--- src/rtl/xbar_sat_sweeper.sv ---
// Exhaustive stimulus sweeper for a combinational crossbar netlist: drives every
// input assignment, samples f after a settle delay and collects SAT results.
module xbar_sat_sweeper #(
  parameter int N_VARS = 4,
  parameter int SETTLE = 2
) (
  input  logic              clk,
  input  logic              rst_n,
  input  logic              start,
  input  logic              stop_on_first,
  input  logic              abort,
  output logic [N_VARS-1:0] assign_out,
  input  logic              f_in,
  output logic              busy,
  output logic              done,
  output logic              sat,
  output logic [N_VARS-1:0] model,
  output logic [N_VARS:0]   hit_count
);

  localparam int CW = (SETTLE > 0) ? $clog2(SETTLE + 1) : 1;
  localparam logic [CW-1:0] SETTLE_LD = CW'(SETTLE);

  typedef enum logic [1:0] {S_IDLE, S_WAIT, S_EVAL, S_DONE} state_t;

  state_t          state, state_nx;
  logic [CW-1:0]   cnt;
  logic            sof_q;
  logic            launch;
  logic            advance;

  always_comb begin
    state_nx = state;
    launch   = 1'b0;
    advance  = 1'b0;
    unique case (state)
      S_IDLE, S_DONE: begin
        if (start) begin
          launch   = 1'b1;
          state_nx = (SETTLE == 0) ? S_EVAL : S_WAIT;
        end
      end
      S_WAIT: begin
        if (abort)                 state_nx = S_IDLE;
        else if (cnt == CW'(1))    state_nx = S_EVAL;
      end
      S_EVAL: begin
        if (abort)                 state_nx = S_IDLE;
        else if (f_in && sof_q)    state_nx = S_DONE;
        else if (&assign_out)      state_nx = S_DONE;
        else begin
          advance  = 1'b1;
          state_nx = (SETTLE == 0) ? S_EVAL : S_WAIT;
        end
      end
      default: state_nx = S_IDLE;
    endcase
  end

  always_ff @(posedge clk or negedge rst_n) begin
    if (!rst_n) state <= S_IDLE;
    else        state <= state_nx;
  end

  // abort blocks every datapath update; partial results are left in place
  always_ff @(posedge clk or negedge rst_n) begin
    if (!rst_n) begin
      assign_out <= '0;
      sat        <= 1'b0;
      model      <= '0;
      hit_count  <= '0;
      sof_q      <= 1'b0;
      cnt        <= '0;
    end else if (launch) begin
      assign_out <= '0;
      sat        <= 1'b0;
      model      <= '0;
      hit_count  <= '0;
      sof_q      <= stop_on_first;
      cnt        <= SETTLE_LD;
    end else if (state == S_WAIT && !abort) begin
      cnt <= cnt - CW'(1);
    end else if (state == S_EVAL && !abort) begin
      if (f_in) begin
        hit_count <= hit_count + (N_VARS + 1)'(1);
        if (!sat) begin
          sat   <= 1'b1;
          model <= assign_out;
        end
      end
      if (advance) begin
        assign_out <= assign_out + N_VARS'(1);
        cnt        <= SETTLE_LD;
      end
    end
  end

  assign busy = (state == S_WAIT) || (state == S_EVAL);
  assign done = (state == S_DONE);

endmodule

--- config.mk ---
export PLATFORM = sky130hd
export DESIGN_NAME = xbar_sat_sweeper
export DESIGN_NICKNAME = d
export VERILOG_FILES = /design/src/rtl/xbar_sat_sweeper.sv
export SDC_FILE = /design/constraint.sdc
export NUM_CORES = 1
export LEC_CHECK = 0
export CAP_MARGIN = 20
export CORE_UTILIZATION = 35
export DETAILED_ROUTE_END_ITERATION = 8
export DONT_BUFFER_PORTS = 1
export PLACE_DENSITY_LB_ADDON = 0.2
export SETUP_SLACK_MARGIN = 0.05
export SYNTH_ARGS = -nofsm -noshare
export SYNTH_HDL_FRONTEND = slang
export SYNTH_SLANG_ARGS = --single-unit
--- constraint.sdc ---
create_clock -name clk -period 1.97 [get_ports clk]
set_clock_uncertainty 0.05 [all_clocks]
set_input_delay 0.394 -clock clk [delete_from_list [all_inputs] [get_ports clk]]
set_output_delay 0.394 -clock clk [all_outputs]
set_load 0.005 [all_outputs]
==> impl_metrics.env, run 1 <==
export IMPL_status="complete, no violations"
export IMPL_synth_ff_type="dfrtp_1"
export IMPL_grt_pass1_wl_um=3850
export IMPL_drtIter0Drc=60
export IMPL_initial_utilization_pct=37.0
export IMPL_synth_simple_area_share_pct=20.2
export IMPL_seqPwrFrac_pct=46.4
export IMPL_wirelength_um=2260
export IMPL_wl_per_cell_um=15.6
export IMPL_cts_sinks=19
export IMPL_finalCoreUtilization_pct=41.1
export IMPL_grt_pass1_vias=811
export IMPL_synth_top_family_by_area="simple AND/OR/NAND/NOR gates"
export IMPL_hold_end="sof_q"
export IMPL_core_mm2=0.00276
export IMPL_cp_slowest_cell="or4_1"
export IMPL_grtUsageTotal_pct=16.0
export IMPL_cp_startpoint="state[1]"
export IMPL_switching_share_pct=36.7
export IMPL_viasPerCell=5.54
export IMPL_reg2reg_setup_slack_ns=0.1
export IMPL_stdcell_count=145
export IMPL_final_area_mm2=0.00113
export IMPL_final_max_slew_violation_count=0
export IMPL_post_route_drc_count=0
export IMPL_synth_edf_count=0
export IMPL_critPathRequiredTime_ns=2.16
export IMPL_relSlewSlack_pct=41.4
export IMPL_drive_gt1_share_pct=14.9
export IMPL_finalWorstSetupSlack_ns=0.0968
export IMPL_yosys_area_share_adder_pct=7.36
export IMPL_clock_path_buffers=2
export IMPL_rsz0062_at_grt="no"
export IMPL_synth_nets=117
export IMPL_rr_endpoint="assign_out[3]"
export IMPL_grt_max_degree=20
export IMPL_crit_type="flop to flop"
export IMPL_ir_drop_mv=0.508
export IMPL_yosys_warnings=0
export IMPL_setup_viol=0
export IMPL_ys_types=34
export IMPL_fill_cells=281
export IMPL_multi_input_area_um2=498
export IMPL_root_buffer="clkbuf_4"
export IMPL_syn_mean_instance_area_um2=9.71
export IMPL_syn_to_final_growth_pct=11.0
export IMPL_intPower_mw=0.655
export IMPL_dp_slack_ns=0.0765
export IMPL_critPathCaptureType="flop"
export IMPL_place_inst=137
export IMPL_dr_pass1_iters=4
export IMPL_cts_htree_levels=1
export IMPL_drtAntennaViolNets=0
export IMPL_dieArea_mm2=0.00313
export IMPL_worstPathMaxFanout=4
export IMPL_timing_final_crit_share_pct=95.1
export IMPL_die_w_um=56.0
export IMPL_regArea_um2=475
export IMPL_finalHoldViolCount=0
export IMPL_hold_class="primary input to flop"
export IMPL_critical_path_top_delay_family="simple AND/OR/NAND/NOR gates"
export IMPL_finalNetCount=127
export IMPL_whs_path_depth=2
export IMPL_setup_tns_ns=0
export IMPL_muxShareOfSynthArea_pct=1.96
export IMPL_worst_slew_pin_slew_ns=0.876
export IMPL_power_per_cell_area_mw_per_mm2=914
export IMPL_num_io_pins=22
export IMPL_cp_slowest_stage_delay_ns=0.52
export IMPL_synth_compound_area_share_pct=18.2
export IMPL_die_y_um=56.0
export IMPL_crit_arrival_ns=2.06
export IMPL_reg2reg_depth=5
export IMPL_diodes=0
export IMPL_period_needed_ns=1.87
export IMPL_holdWs_ns=0.146
export IMPL_cts_tree="built"
export IMPL_cp_start_kind="flop"
export IMPL_gp_congestion=0.806
export IMPL_maxCapViolCount=0
export IMPL_p_comb_share_pct=33.8
export IMPL_worstPathCellList="buf_4, ha_1, or3b_1, or4_1, a21oi_1"
export IMPL_placed_area_mm2=0.00107
export IMPL_grt_antenna_before_repair=0
export IMPL_vias=803
export IMPL_reg2reg_from="state[1]"
export IMPL_p_leak_nw=0.506
export IMPL_ys_seq_area_share_pct=46.6
export IMPL_dp_hpwl_um=1650
export IMPL_path_clk_slew_ns=0.11
export IMPL_insertion_delay_ns=0.30
export IMPL_pwr_share_clk_pct=19.8
export IMPL_max_freq_mhz=534
export IMPL_synth_xor_area_share_pct=0.859
export IMPL_power_total_mw=1.03
export IMPL_ys_ff_latch=19
export IMPL_grt_overflow=0
export IMPL_cts_buffers=3
export IMPL_synthCells=105
export IMPL_io_buffers=0
export IMPL_p_switching_mw=0.379
export IMPL_synthArstFlopShare_pct=100
export IMPL_path_buf_inv=1
export IMPL_min_from="stop_on_first"
export IMPL_row_count=19
export IMPL_synth_area_mm2=0.00102
==> layer usage <==
| layer | track usage [%] | part of all wire [%] |
|---|---|---|
| met1 | 21.3 | 47 |
| met3 | 6.51 | 6.3 |
| met5 | 0 | 0 |
| met4 | 3.14 | 0.62 |
| met2 | 24.7 | 46 |
==> synthesized netlist by cell type, drive strengths merged, types with 2 or more instances <==
| library cell | instances | area share, % |
|---|---|---|
| a21oi | 6 | 2.9 |
| clkbuf | 4 | 2.6 |
| dfrtp | 19 | 47 |
| ha | 6 | 7.4 |
| inv | 6 | 2.2 |
| mux2i | 2 | 2.0 |
| nand2 | 12 | 4.4 |
| nand2b | 3 | 1.8 |
| nand3 | 6 | 2.9 |
| nor2 | 7 | 2.6 |
| o211ai | 3 | 2.2 |
| o21ai | 8 | 3.9 |
| o21bai | 2 | 1.5 |
| or3 | 3 | 1.8 |
==> cells by family after synthesis <==
kind of cell / after synthesis
simple gates: 39
compound gates: 28
flops: 19
buf+inv: 10
fa+ha+maj: 6
mux: 2
xor+xnor: 1
==> area by class of cell <==
| cell class | instances | area share [%] |
|---|---|---|
| Inverter | 6 | 1.99 |
| Clock buffer | 3 | 1.99 |
| Timing Repair Buffer | 9 | 6.19 |
| Multi-Input combinational cell | 76 | 44.0 |
| Tap cell | 31 | 3.43 |
| Clock inverter | 1 | 0.442 |
| Sequential cell | 19 | 42.0 |
==> sequential cells by signal, summed over array words and instances (netlist names) <==
register and cells:
assign_out 4, cnt 2, hit_count 5, model 4, sat 1, sof_q 1
state 2
==> power by group through the flow <==
stage	clock network, mW	registers [mW]	logic (mW)
6_report	0.205	0.480	0.350
5_1_grt	0.224	0.488	0.393
4_1_cts	0.211	0.479	0.330
3_5_place_dp	0	0.484	0.324
3_3_place_gp	0	0.481	0.311
2_1_floorplan	0	0.475	0.255
==> timing repair <==
item,in CTS,in global routing
buffers inserted,0,3
endpoints found under the hold margin,19,0
hold buffers,1,0
gates resized for setup,0,1
endpoints found under the setup margin,0,4
==> placed cells by master (no fill, tap or decap), drive strengths merged, types with 2 or more instances in the layout <==
cell     n
mux2i    2
nand2   12
ha       6
or3      3
clkbuf   3
nand2b   3
o21bai   2
inv      6
buf      8
nor2     7
nand3    6
dfrtp   19
o211ai   3
a21oi    6
o21ai    8
==> worst max path at each step <==
stage / to / cells after the start / slack [ns]
2_1_floorplan: assign_out[3] / 6 / 0.07
3_3_place_gp: assign_out[3] / 5 / 0.15
3_5_place_dp: assign_out[3] / 5 / 0.08
4_1_cts: assign_out[3] / 5 / 0.05
5_1_grt: assign_out[3] / 5 / 0.06
6_report: assign_out[3] / 5 / 0.1
No activity file was read; power rests on OpenSTA's default activity.
==> run 2: changes to the inputs <==
==> constraint.sdc (replaced) <==
create_clock -name clk -period 2 [get_ports clk]
set_clock_uncertainty 0.05 [all_clocks]
set_input_delay 0.4 -clock clk [delete_from_list [all_inputs] [get_ports clk]]
set_output_delay 0.4 -clock clk [all_outputs]
set_load 0.005 [all_outputs]
==> impl_metrics.env, run 2 (synthesis results as in run 1) <==
export IMPL_status="complete, no violations"
export IMPL_initial_utilization_pct=37.0
export IMPL_setup_viol=0
export IMPL_critical_path_top_delay_family="simple AND/OR/NAND/NOR gates"
export IMPL_syn_to_final_growth_pct=8.83
export IMPL_intPower_mw=0.635
export IMPL_viasPerCell=5.62
export IMPL_cts_buffers=3
export IMPL_regArea_um2=475
export IMPL_crit_type="flop to flop"
export IMPL_insertion_delay_ns=0.30
export IMPL_switching_share_pct=36.0
export IMPL_ir_drop_mv=0.505
export IMPL_clock_path_buffers=2
export IMPL_grt_overflow=0
export IMPL_drive_gt1_share_pct=12.6
export IMPL_pwr_share_clk_pct=19.4
export IMPL_timing_final_crit_share_pct=93.7
export IMPL_dr_pass1_iters=4
export IMPL_path_clk_slew_ns=0.11
export IMPL_worst_slew_pin_slew_ns=0.876
export IMPL_drtAntennaViolNets=0
export IMPL_cts_htree_levels=1
export IMPL_hold_class="primary input to flop"
export IMPL_row_count=19
export IMPL_largest_register_ffs=5
export IMPL_final_common_cell="dfrtp_1"
export IMPL_num_io_pins=22
export IMPL_crit_arrival_ns=2.05
export IMPL_path_buf_inv=1
export IMPL_rsz0062_at_grt="no"
export IMPL_die_y_um=56.0
export IMPL_setup_tns_ns=0
export IMPL_cp_start_kind="flop"
export IMPL_finalHoldViolCount=0
export IMPL_dp_hpwl_um=1590
export IMPL_maxCapViolCount=0
export IMPL_root_buffer="clkbuf_4"
export IMPL_grtUsageTotal_pct=14.9
export IMPL_cp_slowest_stage_delay_ns=0.50
export IMPL_final_cell_mix="dfrtp_1, nand2_1, o21ai_0"
export IMPL_critPathRequiredTime_ns=2.17
export IMPL_final_max_slew_violation_count=0
export IMPL_diodes=0
export IMPL_finalNetCount=124
export IMPL_cp_slowest_cell="or4_1"
export IMPL_dieArea_mm2=0.00313
export IMPL_grt_pass1_wl_um=3680
export IMPL_p_comb_share_pct=33.3
export IMPL_post_route_drc_count=0
export IMPL_cts_tree="built"
export IMPL_p_leak_nw=0.489
export IMPL_grt_pass1_vias=804
export IMPL_io_buffers=0
export IMPL_top_regs="hit_count: 5 flops, assign_out: 4 flops, model: 4 flops"
export IMPL_fill_cells=283
export IMPL_wirelength_um=2130
export IMPL_p_switching_mw=0.357
export IMPL_grt_max_degree=20
export IMPL_grt_antenna_before_repair=0
export IMPL_power_per_cell_area_mw_per_mm2=894
export IMPL_relSlewSlack_pct=41.4
export IMPL_worstPathMaxFanout=6
export IMPL_period_needed_ns=1.87
export IMPL_multi_input_area_um2=498
export IMPL_vias=798
export IMPL_seqPwrFrac_pct=47.4
export IMPL_holdWs_ns=0.161
export IMPL_finalCoreUtilization_pct=40.2
export IMPL_die_w_um=56.0
export IMPL_largest_register="hit_count"
export IMPL_max_freq_mhz=534
export IMPL_drtIter0Drc=38
export IMPL_core_mm2=0.00276
export IMPL_worstPathCellList="inv_1, ha_1, or3b_1, or4_1, a21oi_1"
export IMPL_wl_per_cell_um=15.0
export IMPL_cts_sinks=19
export IMPL_critPathCaptureType="flop"
export IMPL_gp_congestion=0.797
==> run 2: changes by cell type in the layout (fill, tap and decap cells not counted), sizes merged <==
| cell | delta |
|---|---|
| buf | -3 |
==> run 2: worst reg2reg max path, stage by stage (launching register included) <==
cell	delay [ns]
dfrtp_1	0.41
inv_1	0.06
ha_1	0.23
or3b_1	0.40
or4_1	0.50
a21oi_1	0.15
==> run 2: area by class of cell <==
cell class / count / area share [%]
multi-input combinational: 76 / 44.9
sequential: 19 / 42.8
timing repair buffer: 6 / 4.28
tap: 31 / 3.49
clock buffer: 3 / 2.03
inverter: 6 / 2.03
clock inverter: 1 / 0.451
==> run 2: power groups by stage <==
| stage | Combinational [mW] | Sequential [mW] | Clock (mW) |
|---|---|---|---|
| global route | 0.370 | 0.476 | 0.220 |
| detailed placement | 0.317 | 0.476 | 0 |
| CTS | 0.324 | 0.469 | 0.207 |
| floorplan | 0.251 | 0.468 | 0 |
| global placement | 0.302 | 0.474 | 0 |
| finish | 0.330 | 0.470 | 0.192 |
==> run 2: final timing paths <==
path,from,endpoint,slack [ns],cells after the start
worst min-delay path,stop_on_first,sof_q,0.16,2
worst min register to register,cnt[0],cnt[0],0.46,1
min in group asynchronous,rst_n,hit_count[0],0.60,1
worst max-delay path,state[1],assign_out[3],0.13,5
worst max register to register,state[1],assign_out[3],0.13,5
max in group asynchronous,rst_n,state[0],0.76,1
==> run 2: metal layers <==
layer,track usage [%],vias to the layer above,share of wire [%]
met4,2.09,0,0.47
met3,5.58,2,5.9
met5,0,-,0
met1,19.9,385,46
met2,23.5,21,47
li1,-,390,-
==> run 2: timing repair <==
item	4_1_cts	5_1_grt
endpoints found under the setup margin	0	1
gates resized for setup	0	1
hold buffers	1	0
hold endpoints to repair	19	0
buffers inserted	0	1
==> run 2: stage by stage <==
| stage | instance area, µm² | total power [mW] | instances | setup slack, ns |
|---|---|---|---|---|
| after floorplan | 1020 | 0.719 | 105 | 0.100 |
| after global placement | 1060 | 0.776 | 136 | 0.174 |
| after detailed placement | 1060 | 0.793 | 136 | 0.130 |
| after CTS | 1100 | 1.00 | 141 | 0.113 |
| after global routing | 1110 | 1.07 | 142 | 0.0537 |
| final | 1110 | 0.992 | 142 | 0.127 |
==> run 3: changes to the inputs <==
==> constraint.sdc (replaced) <==
create_clock -name clk -period 1.9 [get_ports clk]
set_clock_uncertainty 0.05 [all_clocks]
set_input_delay 0.38 -clock clk [delete_from_list [all_inputs] [get_ports clk]]
set_output_delay 0.38 -clock clk [all_outputs]
set_load 0.005 [all_outputs]
==> impl_metrics.env, run 3 (synthesis results as in run 1) <==
export IMPL_io_buffers=0
export IMPL_vias=805
export IMPL_rsz0062_at_grt="no"
export IMPL_dp_hpwl_um=1560
export IMPL_grt_antenna_before_repair=0
export IMPL_cp_slowest_stage_delay_ns=0.44
export IMPL_wirelength_um=2110
export IMPL_relSlewSlack_pct=41.9
export IMPL_dr_pass1_iters=4
export IMPL_power_per_cell_area_mw_per_mm2=958
export IMPL_max_freq_mhz=562
export IMPL_syn_to_final_growth_pct=10.4
export IMPL_diodes=0
export IMPL_worstPathMaxFanout=7
export IMPL_holdWs_ns=0.127
export IMPL_final_max_slew_violation_count=0
export IMPL_crit_arrival_ns=1.96
export IMPL_path_clk_slew_ns=0.12
export IMPL_initial_utilization_pct=37.0
export IMPL_largest_register="hit_count"
export IMPL_grt_pass1_vias=821
export IMPL_finalNetCount=124
export IMPL_finalHoldViolCount=0
export IMPL_drtIter0Drc=29
export IMPL_die_y_um=56.0
export IMPL_num_io_pins=22
export IMPL_wl_met1_um=950
export IMPL_post_route_drc_count=0
export IMPL_critPathRequiredTime_ns=2.08
export IMPL_worstPathCellList="inv_1, ha_2, or3b_4, or4_1, a21oi_1"
export IMPL_cp_start_kind="flop"
export IMPL_grt_max_degree=20
export IMPL_core_mm2=0.00276
export IMPL_setup_tns_ns=0
export IMPL_p_leak_nw=0.489
export IMPL_grt_pass1_wl_um=3750
export IMPL_top_layer="met4"
export IMPL_cp_slowest_cell="or3b_4"
export IMPL_final_cell_mix="dfrtp_1, nand2_1, o21ai_0"
export IMPL_setup_viol=0
export IMPL_cts_tree="built"
export IMPL_insertion_delay_ns=0.30
export IMPL_top_regs="hit_count: 5 flops, assign_out: 4 flops, model: 4 flops"
export IMPL_final_common_cell="dfrtp_1"
export IMPL_root_buffer="clkbuf_4"
export IMPL_ir_drop_mv=0.425
export IMPL_final_area_mm2=0.00113
export IMPL_dr_wl_met3_um=99
export IMPL_viasPerCell=5.67
export IMPL_cts_htree_levels=1
export IMPL_placed_area_mm2=0.00105
export IMPL_dieArea_mm2=0.00313
export IMPL_drtAntennaViolNets=0
export IMPL_wl_per_cell_um=14.9
export IMPL_cts_buffers=3
export IMPL_grtUsageTotal_pct=15.1
export IMPL_timing_final_crit_share_pct=93.7
export IMPL_path_buf_inv=1
export IMPL_period_needed_ns=1.78
export IMPL_power_total_mw=1.08
export IMPL_row_count=19
export IMPL_grt_overflow=0
export IMPL_clock_path_buffers=2
export IMPL_wl_met2_um=1040
export IMPL_gp_congestion=0.736
export IMPL_maxCapViolCount=0
export IMPL_status="complete, no violations"
export IMPL_drive_gt1_share_pct=15.3
export IMPL_hold_class="primary input to flop"
export IMPL_critical_path_top_delay_family="simple AND/OR/NAND/NOR gates"
export IMPL_cts_sinks=19
export IMPL_critPathCaptureType="flop"
export IMPL_crit_type="flop to flop"
export IMPL_die_w_um=56.0
export IMPL_worst_slew_pin_slew_ns=0.869
export IMPL_largest_register_ffs=5
## run 3: cell counts in the layout (fill, tap and decap cells not counted)
Identical to the previous run, type by type.
## run 3: path summary, 6_finish.rpt
path                               startpoint             to  slack (ns)  cells past startpoint
worst max-delay path                 state[1]  assign_out[3]        0.12                      5
worst min-delay path            stop_on_first          sof_q        0.13                      2
max in group asynchronous               rst_n       state[1]        0.63                      1
worst max register to register       state[1]  assign_out[3]        0.12                      5
min in group asynchronous               rst_n   hit_count[3]        0.57                      1
worst min register to register         cnt[0]         cnt[0]        0.45                      1
## run 3: final cells by class
cell class,instances,area (µm²)
multi-input combinational,76,513
clock buffer,3,22.5
fill,290,1630
clock inverter,1,5.00
timing repair buffer,6,47.5
sequential,19,477
inverter,6,22.5
tap,31,38.8
## run 3: power breakdown
group | internal (mW) | switching [mW] | total (mW)
sequential | 0.454 | 0.0406 | 0.494
combinational | 0.166 | 0.209 | 0.375
clock | 0.0785 | 0.131 | 0.209
total | 0.698 | 0.381 | 1.08
## run 3: layer usage
metal	GRT usage, %	vias up
met5	0	-
met4	4.18	0
met3	3.26	4
met2	26.0	24
met1	18.9	389
li1	-	388
## run 3: metrics by stage
| step | instances | worst slack [ns] | util [%] |
|---|---|---|---|
| CTS | 139 | 0.0864 | 39.6 |
| global route | 142 | 0.0590 | 40.8 |
| finish | 142 | 0.120 | 40.8 |
| global placement | 134 | 0.119 | 38.2 |
| detailed placement | 134 | 0.0601 | 38.2 |
| floorplan | 105 | 0.149 | - |
## run 3: what timing repair did
item / in CTS / in global routing
hold endpoints to repair: 19 / 0
endpoints found under the setup margin: 1 / 1
gates cloned: 0 / 0
setup buffers: 0 / 3
pin swaps: 0 / 0
gates resized for setup: 1 / 2
hold buffers: 1 / 0
